**config.mk**
```make
export PLATFORM = sky130hd
export DESIGN_NAME = dbg_cmd_responder
export DESIGN_NICKNAME = d
export VERILOG_FILES = /design/src/rtl/dbg_cmd_responder.sv
export SDC_FILE = /design/constraint.sdc
export NUM_CORES = 1
export LEC_CHECK = 0
export BUFFER_PORTS_ARGS = -buffer_cell sky130_fd_sc_hd__buf_2
export CAP_MARGIN = 20
export CORE_MARGIN = 3
export CORE_UTILIZATION = 56
export DETAILED_ROUTE_END_ITERATION = 8
export PLACE_DENSITY = 0.83
export SYNTH_ARGS = -nofsm -noshare
export SYNTH_HDL_FRONTEND = slang
export SYNTH_SLANG_ARGS = --single-unit
```
**constraint.sdc**
```tcl
create_clock -name sysclk -period 1.9 [get_ports sysclk]
set_input_delay 0.285 -clock sysclk [delete_from_list [all_inputs] [get_ports sysclk]]
set_output_delay 0.285 -clock sysclk [all_outputs]
set_load 0.005 [all_outputs]
```
**src/rtl/dbg_cmd_responder.sv**
```systemverilog
// dbg_cmd_responder: the responder end of the Synapse316 debug byte protocol.
// It parses command frames from the UART receiver and performs peek/poke
// accesses on a 16-bit register-file bus. Response bytes go back through the
// UART transmitter.
//   Frames:  'W' A H L -> write {H,L} to A, reply 'K'
//            'R' A     -> read A, reply H then L
//            'P'       -> reply 'K'
//            other     -> reply '?'
//   An address with bits above ADDR_WIDTH set is answered with '?'.
//   No bus access takes place for such an address.
// Ports:
//   sysclk, sysreset           clock, synchronous active-high reset
//   rx_byte, rx_strobe         byte from UART rx, one-cycle strobe per byte
//   tx_byte, tx_load, tx_busy  byte and level request to UART tx, tx busy (async)
//   r_addr, r_data_in          register address, combinational read data
//   r_read, r_load             one-cycle read / write pulses
//   r_load_data                write data
//   busy                       responder not idle
//   err_overrun                sticky: a byte arrived while the responder could not take it
module dbg_cmd_responder #(
  parameter int ADDR_WIDTH = 6,
  parameter int TIMEOUT    = 65535
) (
  input  logic                  sysclk,
  input  logic                  sysreset,
  input  logic [7:0]            rx_byte,
  input  logic                  rx_strobe,
  output logic [7:0]            tx_byte,
  output logic                  tx_load,
  input  logic                  tx_busy,
  output logic [ADDR_WIDTH-1:0] r_addr,
  input  logic [15:0]           r_data_in,
  output logic                  r_read,
  output logic                  r_load,
  output logic [15:0]           r_load_data,
  output logic                  busy,
  output logic                  err_overrun
);

  typedef enum logic [2:0] {
    S_IDLE, S_GET_ADDR, S_GET_HI, S_GET_LO, S_WRITE, S_READ, S_SEND
  } state_t;

  // Per-byte transmit handshake phases inside S_SEND.
  typedef enum logic [1:0] {PH_WAIT, PH_HOLD, PH_DRAIN} ph_t;

  // Response: first byte in data[15:8], second in data[7:0] when two is set.
  typedef struct packed {
    logic [15:0] data;
    logic        two;
  } resp_t;

  localparam logic [7:0]  OP_W   = 8'h57;
  localparam logic [7:0]  OP_R   = 8'h52;
  localparam logic [7:0]  OP_P   = 8'h50;
  localparam logic [7:0]  RSP_K  = 8'h4B;
  localparam logic [7:0]  RSP_Q  = 8'h3F;
  localparam logic [15:0] TO_CNT = 16'(TIMEOUT);

  state_t      state, state_nxt;
  ph_t         ph;
  resp_t       resp;
  logic        idx;
  logic [1:0]  busy_sync;
  logic        busy_s;
  logic [15:0] cnt;
  logic        is_wr;
  logic [7:0]  addr_q;
  logic        addr_ok_q;
  logic [7:0]  hi_q;
  logic        in_get;
  logic        timeout;
  logic        send_done;
  logic [7:0]  cur_byte;

  function automatic logic addr_ok(input logic [7:0] a);
    return (a >> ADDR_WIDTH) == 8'd0;
  endfunction

  assign busy_s   = busy_sync[1];
  assign busy     = (state != S_IDLE);
  assign cur_byte = idx ? resp.data[7:0] : resp.data[15:8];

  always_comb begin
    in_get    = (state == S_GET_ADDR) || (state == S_GET_HI) || (state == S_GET_LO);
    // An arriving byte wins over an expiring count on the same cycle.
    timeout   = in_get && !rx_strobe && (cnt >= TO_CNT);
    send_done = (ph == PH_DRAIN) && !busy_s && !(resp.two && !idx);
    state_nxt = state;
    case (state)
      S_IDLE:
        if (rx_strobe)
          state_nxt = (rx_byte == OP_W || rx_byte == OP_R) ? S_GET_ADDR : S_SEND;
      S_GET_ADDR:
        if (rx_strobe)    state_nxt = is_wr ? S_GET_HI : S_READ;
        else if (timeout) state_nxt = S_IDLE;
      S_GET_HI:
        if (rx_strobe)    state_nxt = S_GET_LO;
        else if (timeout) state_nxt = S_IDLE;
      S_GET_LO:
        if (rx_strobe)    state_nxt = S_WRITE;
        else if (timeout) state_nxt = S_IDLE;
      S_WRITE:  state_nxt = S_SEND;
      S_READ:   state_nxt = S_SEND;
      S_SEND:   if (send_done) state_nxt = S_IDLE;
      default:  state_nxt = S_IDLE;
    endcase
  end

  always_ff @(posedge sysclk) begin
    if (sysreset) state <= S_IDLE;
    else          state <= state_nxt;
  end

  always_ff @(posedge sysclk) begin
    if (sysreset) begin
      busy_sync   <= '0;
      cnt         <= '0;
      ph          <= PH_WAIT;
      resp        <= '0;
      idx         <= 1'b0;
      is_wr       <= 1'b0;
      addr_q      <= '0;
      addr_ok_q   <= 1'b0;
      hi_q        <= '0;
      tx_byte     <= '0;
      tx_load     <= 1'b0;
      r_addr      <= '0;
      r_read      <= 1'b0;
      r_load      <= 1'b0;
      r_load_data <= '0;
      err_overrun <= 1'b0;
    end else begin
      busy_sync <= {busy_sync[0], tx_busy};
      r_read    <= 1'b0;
      r_load    <= 1'b0;

      // Idle counter: cleared on accepted bytes and outside the GET_* states.
      if (in_get && !rx_strobe) begin
        if (cnt != 16'hFFFF) cnt <= cnt + 16'd1;
      end else begin
        cnt <= '0;
      end

      if (rx_strobe && (state == S_READ || state == S_WRITE || state == S_SEND))
        err_overrun <= 1'b1;

      case (state)
        S_IDLE: if (rx_strobe) begin
          is_wr     <= (rx_byte == OP_W);
          resp.data <= {(rx_byte == OP_P) ? RSP_K : RSP_Q, 8'h00};
          resp.two  <= 1'b0;
          idx       <= 1'b0;
          ph        <= PH_WAIT;
        end
        S_GET_ADDR: if (rx_strobe) begin
          addr_q    <= rx_byte;
          addr_ok_q <= addr_ok(rx_byte);
          // Read pulse lands in the cycle after A, with r_addr already valid.
          if (!is_wr && addr_ok(rx_byte)) begin
            r_read <= 1'b1;
            r_addr <= rx_byte[ADDR_WIDTH-1:0];
          end
        end
        S_GET_HI: if (rx_strobe) hi_q <= rx_byte;
        S_GET_LO: if (rx_strobe && addr_ok_q) begin
          r_load      <= 1'b1;
          r_addr      <= addr_q[ADDR_WIDTH-1:0];
          r_load_data <= {hi_q, rx_byte};
        end
        S_WRITE: begin
          resp.data <= {addr_ok_q ? RSP_K : RSP_Q, 8'h00};
          resp.two  <= 1'b0;
        end
        S_READ: begin
          // r_addr still holds A from the read pulse cycle.
          resp.data <= addr_ok_q ? r_data_in : {RSP_Q, 8'h00};
          resp.two  <= addr_ok_q;
        end
        S_SEND: case (ph)
          PH_WAIT: if (!busy_s) begin
            tx_byte <= cur_byte;
            tx_load <= 1'b1;
            ph      <= PH_HOLD;
          end
          PH_HOLD: if (busy_s) begin
            tx_load <= 1'b0;
            ph      <= PH_DRAIN;
          end
          PH_DRAIN: if (!busy_s) begin
            ph <= PH_WAIT;
            if (resp.two && !idx) idx <= 1'b1;
          end
          default: ph <= PH_WAIT;
        endcase
        default: ;
      endcase
    end
  end

endmodule
```
Word level (Yosys, flattened, before mapping):

Cells that the tools add are included.

* add/subtract/negate cells: 1
* magnitude comparators: 1
* equality and inequality tests: 25
* mux-type cells: 35
* bitwise gates (word level): 5
* reduce and logical (&&, ||, !) cells: 41

Operator list (number)
* one-hot mux 17 bit (3 select lines): 1
* equality test 8 x 7 -> 1 bit (second input constant): 3
* 2-to-1 mux 3 bit: 8
* 2-to-1 mux 6 bit: 3
* one-hot mux 3 bit (6 select lines): 1
* 2-to-1 mux 17 bit: 1
* adder 16 x 1 -> 16 bit (second input constant): 1
* greater-or-equal comparator 16 bit (second input constant): 1
* 2-to-1 mux 16 bit: 1
* != test 16 bit (second input constant): 1
* != test 2 bit (second input constant): 8
* 2-to-1 mux 7 bit: 2
* one-hot mux 6 bit (2 select lines): 1
* AND reduction 2 bit: 6
* AND reduction 5 bit: 2
* equality test 3 bit (second input constant): 3
* != test 3 bit (second input constant): 3
* logical AND 1 bit: 8
* logical NOT 8 bit: 1
* 2-to-1 mux 1 bit: 8
* 2-to-1 mux 2 bit: 4
* 2-to-1 mux 8 bit: 1
* AND reduction 4 bit: 2
* equality test 3 x 2 -> 1 bit (second input constant): 2
* 17 further kinds: 36

* register bits: 91
* logic and storage cells: 126

Longest topological paths before layout:

Gate-level depths: netlist (run 1).

* word-level depth: 8
* depth in mapped cells: 8
* gate-level depth less buffers: 5

Worst setup path before layout (run 1):

OpenSTA, ideal clock, no wires.

* kind: reg2reg
* from: register cnt[0]
* to: register cnt[1]
* arrival time: 1.512 ns
* required time: 1.772 ns
* setup slack: 0.260 ns
* stages on the path, launching flop included: 8
* clock period less this slack: 1.640 ns
* cells stage by stage: dfxtp_1 -> ha_1 -> nand4_1 -> nor4_1 -> buf_2 -> buf_4 -> mux2i_1 -> nor2_1

* longest elaborated chain between the ends: 1
* elaborated cells on any way between the ends: 2

RTL lines
* start, declared: line 66 `logic [15:0] cnt;`
* start signal, assigned: line 140 `if (cnt != 16'hFFFF) cnt <= cnt + 16'd1;`
* adder 16 x 1 -> 16 bit or != test 16 bit (tied branches): line 140

Parallel ways exist; a longest one is shown, timed or not.
A chain may end at the register's enable or synchronous reset.

Worst setup path in the final report (run 1):

* from: register state[1]
* to: register r_addr[5]

* longest elaborated chain between the ends: 3
* elaborated cells on any way between the ends: 8

RTL lines
* start, declared: line 60 `state_t state, state_nxt;`
* start signal, assigned: line 112 `else state <= state_nxt;`
* equality test 3 x 2 -> 1 bit or equality test 3 x 1 -> 1 bit (tied branches): line 148 `case (state)`
* != test 2 x 1 -> 1 bit (no line) (tied with other cells)
* AND reduction 4 bit (no line)
* end signal, assigned: line 162 `r_addr <= rx_byte[ADDR_WIDTH-1:0];`
* end signal, assigned: line 168 `r_addr <= addr_q[ADDR_WIDTH-1:0];`
* end, declared: line 31 `output logic [ADDR_WIDTH-1:0] r_addr,`

Parallel ways exist; a longest one is shown, timed or not.

==> results.toml, run 1 <==
[clock_network]
insertion_delay_ps = 360
path_clk_slew_ps = 90
clock-sinks = 91
htree_levels = 3
cts_buffers = 9
clockBufferDepth = 2
post-cts-setup-buffer-count = 0
cts_tree = "built"
root_buffer = "clkbuf_8"

[timing]
setup_tns_ps = 0
relSlewSlack_pct = 54.95
fin_skew_ps = 13.90
hold_viol = 0
holdWs_ps = 152.8
max_clock_freq_mhz = 574.8
grt_setup_unrepaired = "false"
report.final.slew_viol_count = 0
fin_ws_ps = 160.3
worst_pin_slew_ps = 666.6
setup_viol = 0
min_period_ps = 1740
fin_crit_sh_pct = 91.56

[routing]
first_pass_iters = 5
drc = 0
top_layer = "met4"
wl_per_cell_um = 14.69
route.met3.wl_um = 553
routed_wl_mm = 8.639
ant_nets = 0
met1_length_mm = 3.820
viasPerCell = 5.789
drt_iter0_markers = 207
num_vias = 3404
route.met2.wl_mm = 4.074

[critical_path]
critPathKind = "reg2reg"
crit_fanout = 12
required_ps = 2170
rrSetupSlack_ps = 160
endpoint_kind = "flip-flop"
start_kind = "flip-flop"
crit_arrival_ps = 2010

[synthesis]
syn_inst = 450
synthFlopType = "dfxtp_1"
async_reset_ff_share_pct = 0
synthAdderAreaFrac_pct = 0.3237
synthXorXnorAreaFrac_pct = 0.9064
ys_types = 47
ys_seq_elements = 91
synthMuxAreaShare_pct = 7.511
synth_compound_area_share_pct = 15.51
synth_area_um2 = 3865
syn-num-nets = 479
synth-seq-area-share_pct = 47.13
synth_area_per_cell_um2 = 8.589
yosysWarnings = 0
synth_top_family_by_area = "simple AND/OR/NAND/NOR gates"
synth_edf_count = 0
synth-simple-area-share_pct = 24.12

[global_route]
grt_pass1_wl_mm = 14.15
grt-ovfl-total = 0
grt_max_degree = 46
grt_pass1_vias = 3066
antenna_found_initial = 0
track_usage_pct = 22.81

[layout]
syn2layout_area_growth_pct = 16.35
final_util_pct = 68.85
layout_common_cells = "dfxtp_1 (90), buf_2 (62), nor2_1 (61), nand2_1 (55), a21oi_1 (37)"
drive_gt1_share_pct = 20.35
n_antenna_cell = 0
layout_commonest_cell = "dfxtp_1"
finalNetCount = 536

[placement]
post-dp-hpwl_mm = 5.881
place_ws_ps = 160.3
io_buffer_count = 62
gp_congestion = 0.8736

[pwr]
peakVddDrop_uv = 568.7
p_leak_nw = 1.733
power_mw = 4.054
p_per_area_nw_per_um2 = 901.5

[floorplan]
placeableCoreArea_um2 = 6531
die_w_um = 89.08
die_y_um = 89.08
die_area_um2 = 7934
std_cell_rows = 29
io_pins = 63
start_util_pct = 59.18

[run]
cap_violations = 0

[outcome]
status = "finished clean"

[min_path]
hp-class = "in2reg"
-- logic make-up (layout without fill, tap and decap cells) --
family | after synthesis | in the layout
adder cells (fa/ha/maj) | 1 | 1
AO/OA/AOI/OAI | 96 | 96
buffers and inverters | 39 | 100
XOR/XNOR | 4 | 4
AND/OR/NAND/NOR | 190 | 190
flip-flops | 91 | 91
multiplexers | 29 | 29
-- critical path: stages, from the launching register on --
cell and delay, ps:
dfxtp_2 370, buf_4 160, or4_1 460, a21oi_1 160
buf_4 200, nor2_1 80, a211oi_2 230
-- path summary, 6_finish.rpt --
kind                           start                       to  depth (start not counted)
min reg2reg  busy_sync[0]$_SDFF_PP0_  busy_sync[1]$_SDFF_PP0_                          1
max reg2reg    state[1]$_SDFFE_PP0P_   r_addr[5]$_SDFFE_PP0P_                          6
max            state[1]$_SDFFE_PP0P_   r_addr[5]$_SDFFE_PP0P_                          6
min                          tx_busy  busy_sync[0]$_SDFF_PP0_                          2
-- state kept, by name, summed over array words and instances, names as in the netlist, 2 cells and up --
name and count:
addr_q 6, busy_sync 2, cnt 16, hi_q 8, ph 2, r_addr 6, r_load_data 16, resp 17
state 3, tx_byte 8
-- report_power, final --
part           switching [mW]  internal (mW)
Clock                   0.678          0.777
Combinational           0.305          0.237
Sequential             0.0655           1.99
Total                    1.05           3.01
-- metal layers --
| metal | vias up | track usage, % |
|---|---|---|
| li1 | 1709 | - |
| met1 | 1572 | 29.32 |
| met2 | 108 | 36.77 |
| met3 | 15 | 6.175 |
| met4 | 0 | 8.660 |
| met5 | - | 0 |
-- final cells by class --
class,count,area [um2]
multi-input combinational,320,1887
timing repair buffer,81,452.9
inverter,4,15.01
clock inverter,5,85.08
tap,77,96.34
clock buffer,10,137.6
fill,510,2034
sequential,91,1823
-- synth_stat cells, drive strengths merged, types with 5 or more instances --
cell    count  area share [%]
dfxtp      91              47
nor2       61             5.9
nand2      55             5.3
a21oi      37             4.8
mux2i      29             7.5
clkbuf     23             2.3
a211oi     20             3.9
buf        12             1.8
nor3       12             1.6
o21ai      11             1.4
a22oi      10             1.9
nand3       7            0.91
or4         7             1.4
nor4        6             1.1
or3         6            0.97
nand3b      5            0.97
nor2b       5            0.81
-- per-stage QoR --
step	cell area (um2)	instances
5_1_grt	4497	588
6_report	4497	588
3_5_place_dp	4268	573
3_3_place_gp	4268	573
2_1_floorplan	3865	450
4_1_cts	4491	588
-- timing repair --
item                                    in CTS  in global routing
gates resized for setup                      0                  2
endpoints found under the setup margin       0                  1
endpoints found under the hold margin        0                  0
hold buffers                                 0                  0
Note: power is estimated with default switching activity, not from simulation.
==> run 2, diff against run 1 <==
--- a/config.mk
+++ b/config.mk
@@ -8,9 +8,11 @@
 export BUFFER_PORTS_ARGS = -buffer_cell sky130_fd_sc_hd__buf_2
 export CAP_MARGIN = 20
 export CORE_MARGIN = 3
-export CORE_UTILIZATION = 56
+export CORE_UTILIZATION = 58
+export CTS_BUF_LIST = sky130_fd_sc_hd__clkbuf_8
 export DETAILED_ROUTE_END_ITERATION = 8
-export PLACE_DENSITY = 0.83
+export MAX_ROUTING_LAYER = met4
+export PLACE_DENSITY = 0.86
 export SYNTH_ARGS = -nofsm -noshare
 export SYNTH_HDL_FRONTEND = slang
 export SYNTH_SLANG_ARGS = --single-unit
==> run 2 against run 1 <==
Effect of this change:
- critical path depth fell by 1
- maximum frequency rose by 0.81%
- clock power barely moved
- highest routed layer unchanged
==> results.toml, run 2 (same netlist as run 1, synthesis figures left out) <==
[routing]
num_vias = 3413
viasPerCell = 5.775
ant_nets = 0
route.met3.wl_um = 524
met1_length_mm = 3.765
route.met2.wl_mm = 4.237
drt_iter0_markers = 129
top_layer = "met4"
drc = 0
wl_per_cell_um = 14.73
routed_wl_mm = 8.704
first_pass_iters = 4

[clock_network]
root_buffer = "clkbuf_8"
path_clk_slew_ps = 90
cts_buffers = 9
htree_levels = 3
clock-sinks = 91
post-cts-setup-buffer-count = 0
cts_tree = "built"
clockBufferDepth = 2
insertion_delay_ps = 370

[global_route]
track_usage_pct = 24.04
grt_max_degree = 46
grt_pass1_wl_mm = 14.20
antenna_found_initial = 0
grt-ovfl-total = 0
grt_pass1_vias = 3082

[critical_path]
endpoint_kind = "flip-flop"
crit_fanout = 19
crit_arrival_ps = 1990
start_kind = "flip-flop"
critPathKind = "reg2reg"
required_ps = 2170

[pwr]
p_seq_share_pct = 50.2
p_per_area_nw_per_um2 = 902.7
clkPwrFrac_pct = 35.8
power_frac_comb_pct = 14.0
p_sw_share_pct = 26.58
peakVddDrop_uv = 594.4
p_leak_nw = 1.766
power.switching_mw = 1.085
intPower_mw = 2.996

[timing]
setup_tns_ps = 0
fin_skew_ps = 12.91
relSlewSlack_pct = 59.01
min_period_ps = 1726
grt_setup_unrepaired = "false"
worst_pin_slew_ps = 606.5
fin_crit_sh_pct = 90.83
report.final.slew_viol_count = 0
max_clock_freq_mhz = 579.5
hold_viol = 0
setup_viol = 0

[layout]
top_regs = "resp (17), cnt (16), r_load_data (16)"
largest_reg_flops = 17
syn2layout_area_growth_pct = 16.96
regMostFlops = "resp"
n_antenna_cell = 0
layout_common_cells = "dfxtp_1 (91), buf_2 (62), nor2_1 (61), nand2_1 (55), a21oi_1 (37)"
nFillCells = 485
layout_commonest_cell = "dfxtp_1"
drive_gt1_share_pct = 20.23
stdcell_area_um2 = 4521
finalNetCount = 538

[floorplan]
die_y_um = 87.63
die_area_um2 = 7679
std_cell_rows = 29
io_pins = 63
start_util_pct = 60.52
placeableCoreArea_um2 = 6386
die_w_um = 87.63

[outcome]
status = "finished clean"

[placement]
io_buffer_count = 62
gp_congestion = 0.8582
post-dp-hpwl_mm = 5.974
placed_cell_area_um2 = 4275

[run]
cap_violations = 0

[min_path]
hp-class = "in2reg"
run 2: layer usage:
layer / vias to the layer above / track usage [%]
li1: 1708 / -
met1: 1596 / 29.71
met2: 88 / 37.19
met3: 21 / 5.362
met4: 0 / 11.44
met5: - / -
run 2: final cells by class:
| cell class | instances | area, um2 | share of cell area (%) |
|---|---|---|---|
| multi-input combinational | 320 | 1891 | 41.82 |
| timing repair buffer | 83 | 474.2 | 10.49 |
| clock inverter | 7 | 98.84 | 2.187 |
| sequential | 91 | 1822 | 40.30 |
| clock buffer | 9 | 123.9 | 2.740 |
| tap | 77 | 96.34 | 2.131 |
| inverter | 4 | 15.01 | 0.3321 |
run 2: power groups by stage:
stage | Combinational [mW] | Clock [mW] | Sequential [mW]
CTS | 0.572 | 1.49 | 2.05
global placement | 0.551 | 0 | 2.09
detailed placement | 0.565 | 0 | 2.09
finish | 0.572 | 1.46 | 2.05
floorplan | 0.371 | 0 | 2.08
global route | 0.638 | 1.56 | 2.06
run 2: what timing repair did:
action	in CTS	in global routing
hold buffers	0	0
endpoints found under the setup margin	0	1
gates resized for setup	0	1
run 2: final timing paths:
check	from	endpoint	slack [ps]	cells past startpoint
worst max-delay path	cnt[12]$_SDFFE_PP0N_	cnt[1]$_SDFFE_PP0N_	170	5
worst min-delay path	tx_busy	busy_sync[0]$_SDFF_PP0_	140	2
worst max register to register	cnt[12]$_SDFFE_PP0N_	cnt[1]$_SDFFE_PP0N_	170	5
worst min register to register	busy_sync[0]$_SDFF_PP0_	busy_sync[1]$_SDFF_PP0_	450	1
run 2: stage by stage:
stage	util (%)	cells	power (mW)	setup WS [ps]	hold WS (ps)
2_1_floorplan	-	450	2.450	260.4	413.2
3_3_place_gp	66.95	574	2.637	182.0	419.9
6_report	70.79	591	4.081	174.3	138.7
5_1_grt	70.79	591	4.260	55.69	166.7
4_1_cts	70.44	590	4.106	95.51	132.9
3_5_place_dp	66.95	574	2.658	59.54	437.8
run 2: worst max-delay path, stage by stage, from the launching register on:
cell and delay, ps:
dfxtp_1 460, nand4_1 280, nor4_4 330, buf_4 280, mux2i_1 230, nor2_1 60
==> run 3, diff against run 2 <==
--- a/config.mk
+++ b/config.mk
@@ -5,6 +5,7 @@
 export SDC_FILE = /design/constraint.sdc
 export NUM_CORES = 1
 export LEC_CHECK = 0
+export ABC_AREA = 1
 export BUFFER_PORTS_ARGS = -buffer_cell sky130_fd_sc_hd__buf_2
 export CAP_MARGIN = 20
 export CORE_MARGIN = 3
==> run 3 against run 2 <==
Effect of this change:
- synthesized area up 1.3%
- clock skew down 2.1 ps
- clock power down 21%
- first-iteration DRC count increased by 59%
- non-clock buffer count shrank 15
- sequential cell count is the same
- global-route usage decreased by 0.58 points
- worst setup slack improved by 19 ps
- critical path type unchanged
- largest power group unchanged
- highest routed layer unchanged
==> results.toml, run 3 <==
[outcome]
status = "finished clean"

[pwr]
p_per_area_nw_per_um2 = 977.9
peakVddDrop_uv = 561.2
p_leak_nw = 1.919

[layout]
top_regs = "resp (17), cnt (16), r_load_data (16)"
largest_reg_flops = 17
finalNetCount = 608
layout_common_cells = "dfxtp_1 (91), nand2_1 (79), nor2_1 (64), buf_2 (62), a21oi_1 (60)"
final_util_pct = 68.67
layout_commonest_cell = "dfxtp_1"
regMostFlops = "resp"
n_antenna_cell = 0
syn2layout_area_growth_pct = 13.33
drive_gt1_share_pct = 20.75

[clock_network]
clock-sinks = 91
cts-resized-gates = 0
clockBufferDepth = 2
htree_levels = 3
insertion_delay_ps = 360
cts_buffers = 9
cts_tree = "built"
path_clk_slew_ps = 80
root_buffer = "clkbuf_8"
post-cts-setup-buffer-count = 0
hold_buffers = 0

[synthesis]
synth_top_cells_by_area = "dfxtp_1 (47%), a21oi_1 (7.7%), nand2_1 (7.6%), o21ai_0 (6.4%), nor2_1 (6.1%)"
yosysWarnings = 0
async_reset_ff_share_pct = 0
syn-num-nets = 547
synth_area_per_cell_um2 = 7.556
synth_area_um2 = 3914
ys_types = 38
yosys.area.top_type = "dfxtp_1"
yosys.cell_count.top_type = "dfxtp_1"
synth_common_cells = "dfxtp_1 (91), nand2_1 (79), nor2_1 (64), a21oi_1 (60), inv_1 (52)"
synthFlopType = "dfxtp_1"
syn_inst = 518
yosysTopAreaCellShare_pct = 46.55
synth-seq-area-share_pct = 46.55
synth_edf_count = 0
ys_seq_elements = 91

[critical_path]
crit_path_cell_trace = "ha_1, inv_1, nor2_2, nand2_2, nor2_4, nand2_2, inv_1, nor2_1, o21ai_1, a21oi_1"
crit_buf_inv = 2
start_kind = "flip-flop"
crit_arrival_ps = 1960
required_ps = 2150
timing.rr.end = "cnt[2]$_SDFFE_PP0N_"
path_delay_family = "simple AND/OR/NAND/NOR gates"
crit_fanout = 8
reg2reg_depth = 10
slowest_delay_ps = 390
critPathKind = "reg2reg"
cp_slowest_cell = "dfxtp_1"
regToRegStartpoint = "cnt[0]$_SDFFE_PP0N_"
endpoint_kind = "flip-flop"
rrSetupSlack_ps = 190

[timing]
report.final.slew_viol_count = 0
relSlewSlack_pct = 67.89
holdWs_ps = 132.9
hold_viol = 0
fin_crit_sh_pct = 89.82
max_clock_freq_mhz = 586.0
grt_setup_unrepaired = "false"
fin_skew_ps = 10.78
setup_tns_ps = 0
setup_viol = 0
worst_pin_slew_ps = 480.9
min_period_ps = 1707

[routing]
drc = 0
first_pass_iters = 5
drt_iter0_markers = 205
wl_per_cell_um = 12.97
num_vias = 3568
viasPerCell = 5.406
routed_wl_mm = 8.561
ant_nets = 0

[global_route]
grt_max_degree = 30
grt_pass1_vias = 3283
grt-ovfl-total = 0
grt_pass1_wl_mm = 13.99
track_usage_pct = 23.46
antenna_found_initial = 0

[min_path]
worstHoldStart = "tx_busy"
hold_end = "busy_sync[0]$_SDFF_PP0_"
hp-class = "in2reg"
hold_depth = 3

[floorplan]
die_w_um = 88.15
die_area_um2 = 7770
start_util_pct = 60.60
placeableCoreArea_um2 = 6459
die_y_um = 88.15
std_cell_rows = 29
io_pins = 63

[placement]
gp_congestion = 0.8623
io_buffer_count = 62
post-dp-hpwl_mm = 6.067

[run]
cap_violations = 0
## run 3: cell count changes after synthesis, moves of 6 or more
cell,delta
a211oi_1,-20
a21oi_1,+23
a22oi_1,-10
clkbuf_1,-13
inv_1,+48
inv_2,+11
mux2i_1,-29
nand2_1,+24
o21ai_0,+39
o21ai_1,+26
or3_1,-6
or4_1,-7
## run 3: layer usage
layer	track usage (%)	vias up	wire length, um
met1	27.09	1621	3715
met5	-	-	0
met3	4.139	17	487
met4	10.99	0	178
li1	-	1810	-
met2	39.45	120	4181
## run 3: per-stage QoR
stage | setup slack [ps] | area, um2 | total power [mW] | std cells
floorplan | 447.4 | 3914 | 2.983 | 518
global placement | 336.9 | 4267 | 3.171 | 645
detailed placement | 242.0 | 4267 | 3.217 | 645
CTS | 223.2 | 4436 | 4.343 | 660
global route | 63.57 | 4436 | 4.581 | 660
finish | 193.5 | 4436 | 4.338 | 660
## run 3: logic make-up after synthesis
family | after synthesis | share of synthesized area, %
and+or+nand+nor | 185 | 21.52
AOI/OAI and AO/OA | 150 | 20.49
DFF | 91 | 46.55
buffers and inverters | 81 | 8.568
xor gates and xnor gates | 5 | 1.119
muxes | 5 | 1.439
adders and majority gates | 1 | 0.3196
## run 3: final cells by class
type,count,area [um2]
fill,532,2023
sequential,91,1822
multi-input combinational,346,1757
timing repair buffer,68,355.3
inverter,63,236.5
clock buffer,10,137.6
tap,77,96.34
clock inverter,5,31.28
## run 3: where the power goes
group          leakage (nW)  internal (mW)  switching, mW  total (mW)
registers             0.738           2.11          0.125        2.23
logic                  1.10          0.342          0.614       0.955
clock network        0.0816          0.497          0.656        1.15
total                  1.92           2.94           1.39        4.34
## run 3: worst max-delay path by stage
stage                              from                   to  slack, ps  cells past startpoint
global route        cnt[0]$_SDFFE_PP0N_  cnt[7]$_SDFFE_PP0N_         60                     10
finish              cnt[0]$_SDFFE_PP0N_  cnt[2]$_SDFFE_PP0N_        190                     10
global placement    cnt[0]$_SDFFE_PP0N_  cnt[7]$_SDFFE_PP0N_        340                     10
CTS                 cnt[0]$_SDFFE_PP0N_  cnt[7]$_SDFFE_PP0N_        220                     10
detailed placement  cnt[0]$_SDFFE_PP0N_  cnt[7]$_SDFFE_PP0N_        240                     10
floorplan           cnt[0]$_SDFFE_PP0N_  cnt[7]$_SDFFE_PP0N_        450                     10
## run 3: worst register-to-register path, cell delays in order, from the launching register on
cell,delay [ps]
dfxtp_1,390
ha_1,200
inv_1,80
nor2_2,140
nand2_2,120
nor2_4,160
nand2_2,140
inv_1,150
nor2_1,70
o21ai_1,110
a21oi_1,50
